$ cat src/rtl/cei_mochila_pkg.sv
// cei_mochila_pkg: system-level constants shared by the bus system
package cei_mochila_pkg;
  localparam logic [31:0] REG_TO_OBI_ERR_DATA = 32'hBADCAB1E;
endpackage

$ cat src/rtl/obi_pkg.sv
// obi_pkg: OBI initiator request/response types
package obi_pkg;
  typedef struct packed {
    logic        req;
    logic        we;
    logic [3:0]  be;
    logic [31:0] addr;
    logic [31:0] wdata;
  } obi_req_t;

  typedef struct packed {
    logic        gnt;
    logic        rvalid;
    logic [31:0] rdata;
  } obi_resp_t;
endpackage

$ cat src/rtl/reg_pkg.sv
// reg_pkg: register-bus request/response types
package reg_pkg;
  typedef struct packed {
    logic [31:0] addr;
    logic        write;
    logic [31:0] wdata;
    logic [3:0]  wstrb;
    logic        valid;
  } reg_req_t;

  typedef struct packed {
    logic [31:0] rdata;
    logic        error;
    logic        ready;
  } reg_rsp_t;
endpackage

$ cat src/rtl/reg_to_obi.sv
// reg_to_obi: reg-bus responder to OBI initiator bridge, one access in flight
module reg_to_obi
  import reg_pkg::*;
  import obi_pkg::*;
#(
  parameter int unsigned TimeoutCycles = 256,
  parameter logic [31:0] ErrData       = cei_mochila_pkg::REG_TO_OBI_ERR_DATA
) (
  input  logic      clk_i,
  input  logic      rst_i,
  input  reg_req_t  reg_req_i,
  output reg_rsp_t  reg_rsp_o,
  output obi_req_t  obi_req_o,
  input  obi_resp_t obi_resp_i
);
  localparam int unsigned CntW = TimeoutCycles > 0 ? $clog2(TimeoutCycles + 1) : 1;
  typedef enum logic [1:0] {IDLE, REQ, RESP, DONE} state_e;
  state_e            r_state, w_next;
  logic [31:0]       r_addr, r_wdata, r_rdata;
  logic [3:0]        r_be;
  logic              r_we, r_err;
  logic [CntW-1:0]   r_cnt;
  logic              w_timeout;
  assign w_timeout = (TimeoutCycles != 0) && (r_cnt == CntW'(TimeoutCycles - 1));
  always_ff @(posedge clk_i or posedge rst_i)
    if (rst_i) r_state <= IDLE;
    else       r_state <= w_next;
  // gnt takes priority over an expiring timeout
  always_comb begin
    w_next = r_state;
    case (r_state)
      IDLE:    w_next = reg_req_i.valid ? REQ : IDLE;
      REQ:     w_next = obi_resp_i.gnt ? RESP : (w_timeout ? DONE : REQ);
      RESP:    w_next = obi_resp_i.rvalid ? DONE : RESP;
      default: w_next = IDLE;
    endcase
  end
  always_ff @(posedge clk_i or posedge rst_i)
    if (rst_i) begin
      r_addr  <= '0;
      r_wdata <= '0;
      r_be    <= '0;
      r_we    <= 1'b0;
      r_cnt   <= '0;
      r_rdata <= '0;
      r_err   <= 1'b0;
    end else begin
      if (r_state == IDLE && reg_req_i.valid) begin
        r_addr  <= reg_req_i.addr;
        r_wdata <= reg_req_i.wdata;
        r_be    <= reg_req_i.wstrb;
        r_we    <= reg_req_i.write;
        r_cnt   <= '0;
      end
      if (r_state == REQ && !obi_resp_i.gnt) begin
        if (w_timeout) begin
          r_rdata <= ErrData;
          r_err   <= 1'b1;
        end else if (r_cnt != '1) r_cnt <= r_cnt + CntW'(1);
      end
      if (r_state == RESP && obi_resp_i.rvalid) begin
        r_rdata <= r_we ? 32'h0 : obi_resp_i.rdata;
        r_err   <= 1'b0;
      end
    end
  assign obi_req_o = '{req: r_state == REQ, we: r_we, be: r_be, addr: r_addr, wdata: r_wdata};
  assign reg_rsp_o = '{rdata: r_rdata, error: r_err, ready: r_state == DONE};
endmodule

$ cat config.mk
export PLATFORM = sky130hd
export DESIGN_NAME = reg_to_obi
export DESIGN_NICKNAME = d
export VERILOG_FILES = /design/src/rtl/cei_mochila_pkg.sv /design/src/rtl/obi_pkg.sv /design/src/rtl/reg_pkg.sv /design/src/rtl/reg_to_obi.sv
export SDC_FILE = /design/constraint.sdc
export NUM_CORES = 1
export LEC_CHECK = 0
export ABC_CLOCK_PERIOD_IN_PS = 5000
export BUFFER_PORTS_ARGS = -buffer_cell sky130_fd_sc_hd__buf_2
export CAP_MARGIN = 20
export CORE_ASPECT_RATIO = 0.6
export CORE_UTILIZATION = 25
export DETAILED_ROUTE_END_ITERATION = 10
export SLEW_MARGIN = 20
export SYNTH_ARGS = -nofsm -noshare
export SYNTH_HDL_FRONTEND = slang
export SYNTH_SLANG_ARGS = --single-unit
$ cat constraint.sdc
create_clock -name clk_i -period 5 [get_ports clk_i]
set_clock_uncertainty 0.15 [all_clocks]
set_input_delay 0.5 -clock clk_i [delete_from_list [all_inputs] [get_ports clk_i]]
set_output_delay 0.5 -clock clk_i [all_outputs]
set_load 0.05 [all_outputs]
Word level (Yosys, flattened, before mapping)
Cells that the tools add are included.

Reduce and logical (&&, ||, !) cells: 8. Muxes and demuxes: 16. Add/subtract/negate cells: 1. Equality and inequality tests: 5.

Operators by type and width (number): 32-bit 2-to-1 mux (4); 9-bit 2-to-1 mux (4); 9-bit by 1-bit adder with 9-bit output, second input constant (1); 9-bit by 8-bit == test with 1-bit output, second input constant (1); 9-bit inequality test, second input constant (1); 2-bit one-hot mux with 3 select lines (1); 1-bit 2-to-1 mux (5); 2-bit == test, second input constant (2); 2-bit 2-to-1 mux (2); 2-bit nonzero test (2); 1-bit logical AND (3); 2-bit by 1-bit == test with 1-bit output, second input constant (1); 2-bit logical NOT (1); 2-bit AND reduction (1); 1-bit logical NOT (1).

Register bits after elaboration: 113. Output and inout port bits: 104.

Depth between registers and ports, before layout
Gate-level depths: netlist of run 1.

Depth in word-level cells: 6. Mapped depth: 6. Depth with buffers taken out: 5.

Least setup slack after synthesis of run 1
No wires, ideal clock.

Kind: input-to-reg. Start: input obi_resp_i[33] (netlist name). End: register r_rdata[1]. Stages on the path: 6. Arrival time: 1.850 ns. Setup slack: 2.923 ns. Cells stage by stage: or3b_1 > buf_2 > o41ai_4 > buf_6 > nor2_1 > a21oi_1.

Cells in the longest elaborated chain, start to end: 4.

Ends and longest elaborated chain: start, declared (line reg_to_obi.sv:14) `input obi_resp_t obi_resp_i`; 1-bit logical NOT (line reg_to_obi.sv:55) `if (r_state == REQ && !obi_resp_i.gnt) begin`; 1-bit logical AND (line reg_to_obi.sv:55); 2-bit nonzero test (no line); 2-bit AND reduction (no line); end signal, assigned (line reg_to_obi.sv:57) `r_rdata <= ErrData;`; end signal, assigned (line reg_to_obi.sv:62) `r_rdata <= r_we ? 32'h0 : obi_resp_i.rdata;`; end, declared (line reg_to_obi.sv:19) `logic [31:0] r_addr, r_wdata, r_rdata;`.

No other way between the ends. A chain may end at the register's enable or synchronous reset.

Final worst setup path of run 1
Start: register r_state[1]. End: register r_rdata[20].

Cells in the longest elaborated chain, start to end: 4. Elaborated cells between the ends (all ways): 8. Those cells by class: eq/ne (2); mux (1); reduce/logical (5).

Ends and longest elaborated chain: start, declared (line reg_to_obi.sv:18) `state_e r_state, w_next;`; start signal, assigned (line reg_to_obi.sv:27) `else r_state <= w_next;`; 2-bit by 1-bit == test with 1-bit output or 2-bit == test (tied branches) (line reg_to_obi.sv:55, reg_to_obi.sv:61); 1-bit logical AND (on tied branches) (line reg_to_obi.sv:55, reg_to_obi.sv:61); 2-bit nonzero test (no line); 2-bit AND reduction (no line).

Several ways; a longest one is shown, not always the timed one.

==> impl_results.rst, run 1 <==
.. list-table::
   :header-rows: 1

   * - Metric
     - Value
   * - Number of global-route vias before repair
     - 3841
   * - Net count, final
     - between 700 and 800
   * - Setup repair after global routing missed its margin
     - false
   * - Start point of the critical path
     - r_state[1]
   * - Worst-case register-to-register setup slack
     - approximately 2.6 ns
   * - Number of max-cap violations
     - 0
   * - Worst Setup Slack post-DPL
     - ~2.5 ns
   * - Final Non-Filler Cells
     - approximately 900
   * - Clock tree from TritonCTS
     - done
   * - CTS sink count
     - roughly 110
   * - Routability-driven placement congestion ratio
     - about 0.73
   * - Count leader, synth
     - nand2_1
   * - Total negative slack for setup checks
     - 0 ns
   * - Number of H-tree levels
     - 4
   * - Cell types with the largest area share after synthesis
     - dfrtp_1, nand2_1, nand2b_1
   * - WS Path Type
     - flip-flop to flip-flop
   * - Row count
     - 37
   * - Number of iterations in the first detailed-routing pass
     - 4
   * - Worst max-slew margin expressed relative to the limit
     - between 30% and 40%
   * - Number of synthesis warnings
     - 0
   * - Final Total Pwr
     - 5.344 mW
   * - DIE AREA
     - around 18000 um^2
   * - Worst reg2reg endpoint
     - r_rdata[20]
   * - Via count
     - around 3.8k
   * - Portion of the post-synthesis area used by sequential elements
     - between 60% and 70%
   * - Total count of hold-check failures in the final report
     - 0
   * - Critical-path top delay cell
     - o41ai_4
   * - Remaining global-route overflow
     - 0
   * - Reg-to-Reg Start
     - r_state[1]
   * - Maximum fanout encountered on the critical timing path
     - 19
   * - Kind of cell adding the most delay to the critical path
     - compound AO/OA/AOI/OAI gates
   * - Data arrival at the endpoint of the critical path
     - about 2.5 ns
   * - Crit path buf inv count
     - 0
   * - Initial detailed-routing violation count
     - 163
   * - Number of vias per cell after detailed routing
     - a little over 4
   * - Capturing element type of the critical path
     - flip-flop
   * - Y dimension of the die
     - 105.3 um
   * - Synth Area per Inst
     - about 9.5 um^2
   * - Residual DRC count
     - 0
   * - Starting density of the core
     - about a quarter
   * - Ratio of final minimum period to clock period
     - a little under half
   * - HPWL after detailed placement
     - about 8200 um
   * - Number of I/O pins
     - 210
   * - Syn Nets
     - 575
   * - Maximum number of pins on one net before global-route repair
     - 70
   * - Critical path depth
     - 4
   * - Post-synthesis instance total
     - between 400 and 500
   * - Share of layout cells above drive strength 1
     - 36.19%
   * - Count of buffers from port buffering
     - between 200 and 250
   * - Last element of the critical path
     - r_rdata[20]
   * - Actual transition at the worst max-transition pin
     - between 0.9 and 1 ns
   * - Leakage power
     - between 3 and 4 nW
   * - Clock transition time at the flip-flop clock pins of the worst setup and hold paths
     - approximately 0.060 ns
   * - Placed instance area
     - 5705 um^2
   * - Fraction of registers with async set or reset after synthesis
     - 100.0%
   * - Cts repair resizes
     - 0
   * - Total of flip-flops plus latches after synthesis
     - 113
   * - Post-Place Cells
     - between 800 and 900
   * - Finish-stage setup viols
     - 0
   * - Power density relative to cell area
     - between 800 and 900 nW/um^2
   * - Class of the worst hold path
     - input port to flip-flop
   * - Worst R2R Path Depth
     - 4
   * - Crit-path max cell delay
     - between 0.9 and 1 ns
   * - Post-detailed-routing wire length
     - between 10000 and 15000 um
   * - Area share of the largest cell type after synthesis
     - between 60% and 70%
   * - Core region area
     - 17270 um^2
   * - Max-slew violations
     - 0
   * - Most used flip-flop cell after synthesis
     - dfrtp_1
   * - Number of antenna violations at the first check in global routing
     - 0
   * - Top post-synthesis cells by count
     - nand2_1, dfrtp_1, nor2_1
   * - Clock latency at the later pin of the worst-skew pair
     - 0.40 ns
   * - Routed length per placed instance
     - between 10 and 15 um
   * - Min setup slack post-route
     - between 2 and 3 ns
   * - Count of unique library cells instantiated by Yosys
     - 32
   * - Maximum clock path buffer count
     - 2
   * - Post-synth EDFFs
     - 0
   * - Synth-to-Final Area Change
     - 42.27%
   * - Clock buffers created by TritonCTS
     - 17
   * - Global-route total usage across every layer
     - between 10 and 15%
   * - Utilization after layout
     - between 30% and 40%
   * - First-pass GRT wire length
     - about 20000 um
   * - Mapped cell area
     - 4446 um^2
   * - Design Area, Final
     - between 6000 and 7000 um^2
   * - X dimension of the die
     - ~170 um
   * - Diodes inserted
     - 0
   * - Number of antenna-violating nets in the routed design
     - 0
   * - Cell type contributing the most total cell area after synthesis
     - dfrtp_1
   * - Root buf cell
     - clkbuf_16
   * - Max VDD drop
     - 0.0003822 V
   * - Post-route minimum period
     - around 2.4 ns
   * - Status
     - complete, no violations
   * - Worst Path Required
     - between 5 and 6 ns
   * - Crit start category
     - flip-flop
   * - CP Cell Sequence
     - or3b_1 -> o41ai_4 -> nor2_1 -> a21oi_1
   * - Final hold slack
     - between 0.1 and 0.15 ns
   * - Upper clock frequency limit
     - between 0.4 and 0.5 GHz
## cells in the final DEF (no fill, tap or decap), types with 2 or more instances in the layout
cell,count
a21oi_1,19
a22o_1,13
and2_1,3
buf_2,209
buf_4,4
bufinv_16,3
clkbuf_16,17
clkinv_4,5
clkinvlp_4,2
dfrtp_1,113
inv_1,4
inv_6,3
nand2_1,209
nand2b_1,19
nand3_1,5
nand4_1,2
nor2_1,26
o211ai_1,4
o21ai_0,4
o31ai_1,3
xor2_1,2
## final cells by class
| type | count | area, um^2 |
|---|---|---|
| Inverter | 5 | 21.27 |
| Multi-Input combinational cell | 324 | 1488 |
| Fill cell | 1788 | 10940 |
| Clock buffer | 18 | 429.2 |
| Timing Repair Buffer | 214 | 1086 |
| Sequential cell | 113 | 2828 |
| Tap cell | 234 | 292.8 |
| Clock inverter | 14 | 180.2 |
## timing repair
item / in CTS / in global routing
buffers inserted: 0 / 0
hold buffers: 1 / 0
endpoints found under the hold margin: 24 / 0
## flip-flops by register name, summed over array words and instances (netlist names), named ones only
signal and cells:
r_rdata 32, r_we 1, r_addr 32, r_err 1, r_cnt 8, r_be 4
r_wdata 32, r_state 2
## how the worst min path moves through the flow
stage                  start  slack, ns          end  cells past startpoint
4_1_cts        reg_req_i[34]       0.11  r_wdata[29]                      3
2_1_floorplan       r_cnt[6]       0.29     r_cnt[6]                      1
3_3_place_gp       r_addr[5]       0.30    r_addr[5]                      2
6_report       reg_req_i[64]       0.14   r_addr[26]                      3
5_1_grt        reg_req_i[23]       0.12  r_wdata[18]                      3
3_5_place_dp      r_wdata[2]       0.31   r_wdata[2]                      2
## logic make-up after synthesis
group	after synthesis	share of synthesized area [%]
and+or+nand+nor	273	25.08
DFF	113	63.61
AOI/OAI and AO/OA	48	7.627
buffers and inverters	31	3.011
xor gates and xnor gates	2	0.3941
adders and majority gates	1	0.2814
## metal layers
layer  routed length, um  global-route usage [%]  vias to the layer above
li1                    -                       -                     1903
met1                6304                   19.82                     1767
met2                4851                   18.69                      101
met3                 636                   4.437                        6
met4                  60                   3.885                        0
met5                   0                       0                        -
## where the power goes
group | switching (mW) | internal [mW] | total, mW | leakage, nW
clock network | 0.456 | 0.792 | 1.25 | 0.291
logic | 2.00 | 0.555 | 2.55 | 1.80
registers | 0.231 | 1.32 | 1.55 | 1.40
total | 2.68 | 2.66 | 5.34 | 3.49
## tightest hold or removal path, cell delays in order
cell,delay [ns]
buf_2,0.07
nand2_1,0.04
nand2_1,0.04
Note: power is estimated with default switching activity, not from simulation.
==> inputs of run 2 (changes only) <==
ABC_CLOCK_PERIOD_IN_PS = 2450   (was 5000)
clock period = 2.45 ns   (was 5 ns; I/O delays follow)
==> impl_results.rst, run 2 (synthesized netlist as in run 1, its figures left out) <==
.. list-table::
   :header-rows: 1

   * - Metric
     - Value
   * - Status
     - complete, no violations
   * - CTS sink count
     - 113 (unchanged)
   * - DIE AREA
     - 18340 um^2 (unchanged)
   * - Clock latency at the later pin of the worst-skew pair
     - 0.40 ns (about the same)
   * - Post-route minimum period
     - roughly 2.3 ns
   * - Maximum fanout encountered on the critical timing path
     - 13 (-6)
   * - Cts repair resizes
     - 0 (unchanged)
   * - Leading cell types in the layout, fill and taps excluded
     - nand2_1, buf_2, dfrtp_1
   * - Row count
     - 37 (unchanged)
   * - CP Cell Sequence
     - dlygate4sd3_1 -> buf_2 -> or3b_1 -> nor4_1 -> nor2_1 -> a22o_1
   * - Number of iterations in the first detailed-routing pass
     - 4 (unchanged)
   * - Clock tree from TritonCTS
     - done
   * - Class of the worst hold path
     - input port to flip-flop
   * - Max VDD drop
     - 0.0008448 V (+120%)
   * - Root buf cell
     - clkbuf_16
   * - Count of buffers from port buffering
     - 209 (unchanged)
   * - Leakage power
     - 3.970 nW (+14%)
   * - Initial detailed-routing violation count
     - 283 (+74%)
   * - Post-detailed-routing wire length
     - 13610 um (+15%)
   * - Data arrival at the endpoint of the critical path
     - 2.43 ns (-0.11 ns)
   * - Actual transition at the worst max-transition pin
     - 0.9288 ns (-0.06092 ns)
   * - Worst Setup Slack post-DPL
     - 0.2143 ns (-2.243 ns)
   * - Number of antenna-violating nets in the routed design
     - 0 (unchanged)
   * - Remaining global-route overflow
     - 0 (unchanged)
   * - Number of global-route vias before repair
     - 4405 (+15%)
   * - HPWL after detailed placement
     - 8300 um (+1.7%)
   * - Number of vias per cell after detailed routing
     - 4.183 (+2.1%)
   * - Biggest registers after layout
     - r_addr (32), r_rdata (32), r_wdata (32)
   * - Maximum number of pins on one net before global-route repair
     - 78 (+11%)
   * - X dimension of the die
     - 174.2 um (unchanged)
   * - Upper clock frequency limit
     - between 0.4 and 0.5 GHz
   * - Clock buffers created by TritonCTS
     - 17 (unchanged)
   * - Y dimension of the die
     - 105.3 um (unchanged)
   * - Clock transition time at the flip-flop clock pins of the worst setup and hold paths
     - 0.06 ns (about the same)
   * - Routability-driven placement congestion ratio
     - 0.7659 (+4.3%)
   * - Net count, final
     - 892 (+14%)
   * - Min setup slack post-route
     - 0.1624 ns (-2.467 ns)
   * - Routed length per placed instance
     - 13.19 um (+2.6%)
   * - Number of I/O pins
     - 210 (unchanged)
   * - Ratio of final minimum period to clock period
     - about 93%
   * - First-pass GRT wire length
     - 22130 um (+13%)
   * - Diodes inserted
     - 0 (unchanged)
   * - Residual DRC count
     - 0 (unchanged)
   * - Power density relative to cell area
     - 1494 nW/um^2 (+77%)
   * - WS Path Type
     - input port to flip-flop
   * - Maximum clock path buffer count
     - 2 (unchanged)
   * - Number of H-tree levels
     - 4 (unchanged)
   * - Global-route total usage across every layer
     - 15.25% (+1.7 points)
   * - Worst Path Required
     - 2.59 ns (-2.58 ns)
   * - Core region area
     - 17270 um^2 (unchanged)
   * - Synth-to-Final Area Change
     - 67.69%
   * - Crit start category
     - input port
   * - Total count of hold-check failures in the final report
     - 0 (unchanged)
   * - Finish-stage setup viols
     - 0 (unchanged)
   * - Number of inserted filler cells in the final layout
     - 1641 (-8.2%)
   * - Crit-path max cell delay
     - 0.55 ns (-0.39 ns)
   * - Via count
     - 4317 (+14%)
   * - Starting density of the core
     - 25.74% (unchanged)
   * - Max-slew violations
     - 0 (unchanged)
   * - Number of antenna violations at the first check in global routing
     - 0 (unchanged)
   * - Number of max-cap violations
     - 0 (unchanged)
   * - Critical-path top delay cell
     - dlygate4sd3_1
   * - Setup repair after global routing missed its margin
     - false
   * - Worst max-slew margin expressed relative to the limit
     - 37.85% (+4.1 points)
   * - Share of layout cells above drive strength 1
     - 32.33% (-3.9 points)
   * - Capturing element type of the critical path
     - flip-flop
   * - Total negative slack for setup checks
     - 0 ns (unchanged)
[run 2: changes by cell type in the layout (fill, tap and decap cells not counted), sizes merged]
cell	before	now
buf	213	221
clkinvlp	2	3
dlygate4sd3	1	103
inv	8	7
[run 2: path summary, 6_finish.rpt]
| kind | from | to | slack [ns] | cells past startpoint |
|---|---|---|---|---|
| worst max-delay path | obi_resp_i[33] | r_rdata[7] | 0.16 | 6 |
| worst min-delay path | obi_resp_i[32] | r_state[0] | 0.15 | 3 |
| worst max register to register | r_state[1] | r_rdata[7] | 0.22 | 4 |
| worst min register to register | r_wdata[7] | r_wdata[7] | 0.32 | 2 |
| max in group asynchronous | rst_i | r_wdata[15] | 1.21 | 4 |
| min in group asynchronous | rst_i | r_addr[5] | 0.34 | 3 |
[run 2: layout make-up]
cell class / instances / area, um^2 / share of cell area, %
repair buffers: 324 / 2205 / 29.57
flip-flops and latches: 113 / 2828 / 37.93
clock inverters: 14 / 180.2 / 2.417
well taps: 234 / 292.8 / 3.927
inverters: 5 / 22.52 / 0.3021
multi-input cells: 324 / 1488 / 19.96
clock buffers: 18 / 439.2 / 5.891
[run 2: timing repair]
action,in CTS,in global routing
buffers inserted,0,0
endpoints found under the hold margin,120,0
hold buffers,103,0
[run 2: stage by stage]
step / util [%] / hold slack (ns) / instances / instance area, um^2 / total power, mW
after floorplan: - / 0.2004 / 468 / 4449 / 7.140
after global placement: 33.61 / 0.2045 / 897 / 5804 / 8.422
after detailed placement: 33.61 / 0.2005 / 897 / 5804 / 8.461
after CTS: 43.17 / 0.1172 / 1032 / 7455 / 11.23
after global routing: 43.17 / 0.1279 / 1032 / 7455 / 11.76
final: 43.17 / 0.1483 / 1032 / 7455 / 11.14
[run 2: metal layers]
layer  routed length (um)  track usage, %  vias up
met3                  707           4.762       10
met5                    0               0        -
met4                  113           4.073        0
met2                 6182           23.57      152
li1                     -               -     2128
met1                 6606           20.61     2027
[run 2: report_power, final]
group / switching, mW / total, mW / internal [mW]
registers: 0.441 / 3.13 / 2.68
logic: 4.16 / 5.43 / 1.27
clock network: 0.936 / 2.58 / 1.64
[run 2: critical path, delay by kind of cell]
| kind | cells | cell delay, ns |
|---|---|---|
| simple gates | 3 | 1.23 |
| buf+inv | 2 | 0.69 |
| compound gates | 1 | 0.27 |
==> inputs of run 3 (changes only) <==
CORE_ASPECT_RATIO = 1.2   (was 0.6)
CTS_CLUSTER_SIZE = 14   (was default)
PLACE_DENSITY = 0.53   (was default)
==> impl_results.rst, run 3 (synthesized netlist as in run 1, its figures left out) <==
.. list-table::
   :header-rows: 1

   * - Metric
     - Value
   * - Max VDD drop
     - 0.0005150 V (-39%)
   * - Leakage power
     - 3.924 nW (-1.2%)
   * - Finish-stage setup viols
     - 0 (unchanged)
   * - HPWL after detailed placement
     - 7649 um (-7.8%)
   * - Routability-driven placement congestion ratio
     - 0.7206 (-5.9%)
   * - Number of antenna violations at the first check in global routing
     - 1 (+1)
   * - Upper clock frequency limit
     - 0.4539 GHz (+3.8%)
   * - Class of the worst hold path
     - input port to flip-flop
   * - Clock transition time at the flip-flop clock pins of the worst setup and hold paths
     - 0.05 ns (about the same)
   * - Leading cell types in the layout, fill and taps excluded
     - nand2_1, buf_2, dfrtp_1
   * - Share of layout cells above drive strength 1
     - 31.74% (-0.59 points)
   * - Final Non-Filler Cells
     - 1015 (-1.6%)
   * - Initial detailed-routing violation count
     - 132 (-53%)
   * - Total count of hold-check failures in the final report
     - 0 (unchanged)
   * - Data arrival at the endpoint of the critical path
     - 2.34 ns (-0.09 ns)
   * - Final hold slack
     - 0.1316 ns (-0.01679 ns)
   * - Routed length per placed instance
     - 12.57 um (-4.7%)
   * - Utilization after layout
     - 42.08% (-1.1 points)
   * - Number of iterations in the first detailed-routing pass
     - 4 (unchanged)
   * - DIE AREA
     - 18320 um^2 (about the same)
   * - Via count
     - 4228 (-2.1%)
   * - Root buf cell
     - clkbuf_16
   * - Remaining global-route overflow
     - 0 (unchanged)
   * - Clock latency at the later pin of the worst-skew pair
     - 0.41 ns (about the same)
   * - Core region area
     - 17440 um^2 (+1.0%)
   * - Net count, final
     - 888 (-0.45%)
   * - Global-route total usage across every layer
     - 14.59% (-0.66 points)
   * - Starting density of the core
     - 25.49% (-0.25 points)
   * - Post-Place Cells
     - 879 (-2.0%)
   * - Max-slew violations
     - 0 (unchanged)
   * - Y dimension of the die
     - 148.1 um (+41%)
   * - WS Path Type
     - input port to flip-flop
   * - Hold_buf cts
     - 103 (unchanged)
   * - First-pass GRT wire length
     - 20710 um (-6.4%)
   * - Post-detailed-routing wire length
     - 12760 um (-6.3%)
   * - Number of H-tree levels
     - 4 (unchanged)
   * - Number of antenna-violating nets in the routed design
     - 0 (unchanged)
   * - Maximum clock path buffer count
     - 2 (unchanged)
   * - Number of I/O pins
     - 210 (unchanged)
   * - Power density relative to cell area
     - 1486 nW/um^2 (-0.55%)
   * - Clock buffers created by TritonCTS
     - 17 (unchanged)
   * - Number of max-cap violations
     - 0 (unchanged)
   * - CTS sink count
     - 113 (unchanged)
   * - Post CTS Setup Buffer Count
     - 0 (unchanged)
   * - Capturing element type of the critical path
     - flip-flop
   * - Post-route minimum period
     - 2.203 ns (-0.08434 ns)
   * - Total negative slack for setup checks
     - 0 ns (unchanged)
   * - Number of global-route vias before repair
     - 4464 (+1.3%)
   * - Maximum fanout encountered on the critical timing path
     - 13 (unchanged)
   * - Biggest registers after layout
     - r_addr (32), r_rdata (32), r_wdata (32)
   * - Clock tree from TritonCTS
     - done
   * - Synth-to-Final Area Change
     - 65.07%
   * - Ratio of final minimum period to clock period
     - 89.93% (-3.4 points)
   * - Status
     - complete, no violations
   * - Cts repair resizes
     - 0 (unchanged)
   * - Worst max-slew margin expressed relative to the limit
     - 38.81% (+0.96 points)
   * - Setup repair after global routing missed its margin
     - false
   * - Residual DRC count
     - 0 (unchanged)
   * - Row count
     - 53 (+43%)
   * - Maximum number of pins on one net before global-route repair
     - 114 (+46%)
   * - Worst Path Required
     - 2.59 ns (about the same)
   * - Worst-case register-to-register setup slack
     - 0.27 ns (+0.05 ns)
   * - Crit start category
     - input port
   * - Number of vias per cell after detailed routing
     - 4.166 (-0.42%)
   * - X dimension of the die
     - 123.7 um (-29%)
   * - Count of buffers from port buffering
     - 209 (unchanged)
   * - Actual transition at the worst max-transition pin
     - 0.9144 ns (-0.01432 ns)
-- run 3: worst paths after layout --
path,startpoint,to,cells past startpoint
hold / removal,obi_resp_i[32],r_state[0],3
min in group asynchronous,rst_i,r_addr[13],4
max in group asynchronous,rst_i,r_wdata[7],4
setup reg to reg,r_cnt[0],r_rdata[14],5
hold reg to reg,r_addr[23],r_addr[23],2
setup / recovery,obi_resp_i[33],r_rdata[14],6
-- run 3: metrics by stage --
step / power [mW] / setup WS (ns) / area, um^2
finish: 10.90 / 0.2467 / 7338
global route: 11.59 / 0.04275 / 7338
CTS: 11.02 / 0.2351 / 7336
detailed placement: 8.435 / 0.2679 / 5732
global placement: 8.399 / 0.3413 / 5732
floorplan: 7.140 / 0.4332 / 4449
-- run 3: where the power goes --
group	switching [mW]	leakage, nW	internal (mW)
registers	0.427	1.40	2.69
clock network	0.859	0.278	1.54
logic	4.12	2.24	1.27
-- run 3: final cells by class --
class                   count  area [um^2]
fillers                  1684        10100
flip-flops and latches    113         2828
repair buffers            320         2150
multi-input cells         324         1488
clock buffers              21        460.4
well taps                 220        275.3
clock inverters            11        112.6
inverters                   5        22.52
diodes                      1        2.502
-- run 3: metal layers --
metal / part of all wire (%) / vias up / global-route usage (%)
met5: 0 / - / 0
met4: 2.5 / 0 / 6.325
met3: 5.5 / 24 / 4.716
met2: 49 / 139 / 25.00
met1: 43 / 1953 / 16.33
li1: - / 2112 / -
-- run 3: worst max-delay path, stage by stage --
cell and delay [ns]:
dlygate4sd3_1 0.55, buf_2 0.14, or3b_1 0.47, nor4_1 0.38, nor2_1 0.29, a22o_1 0.27
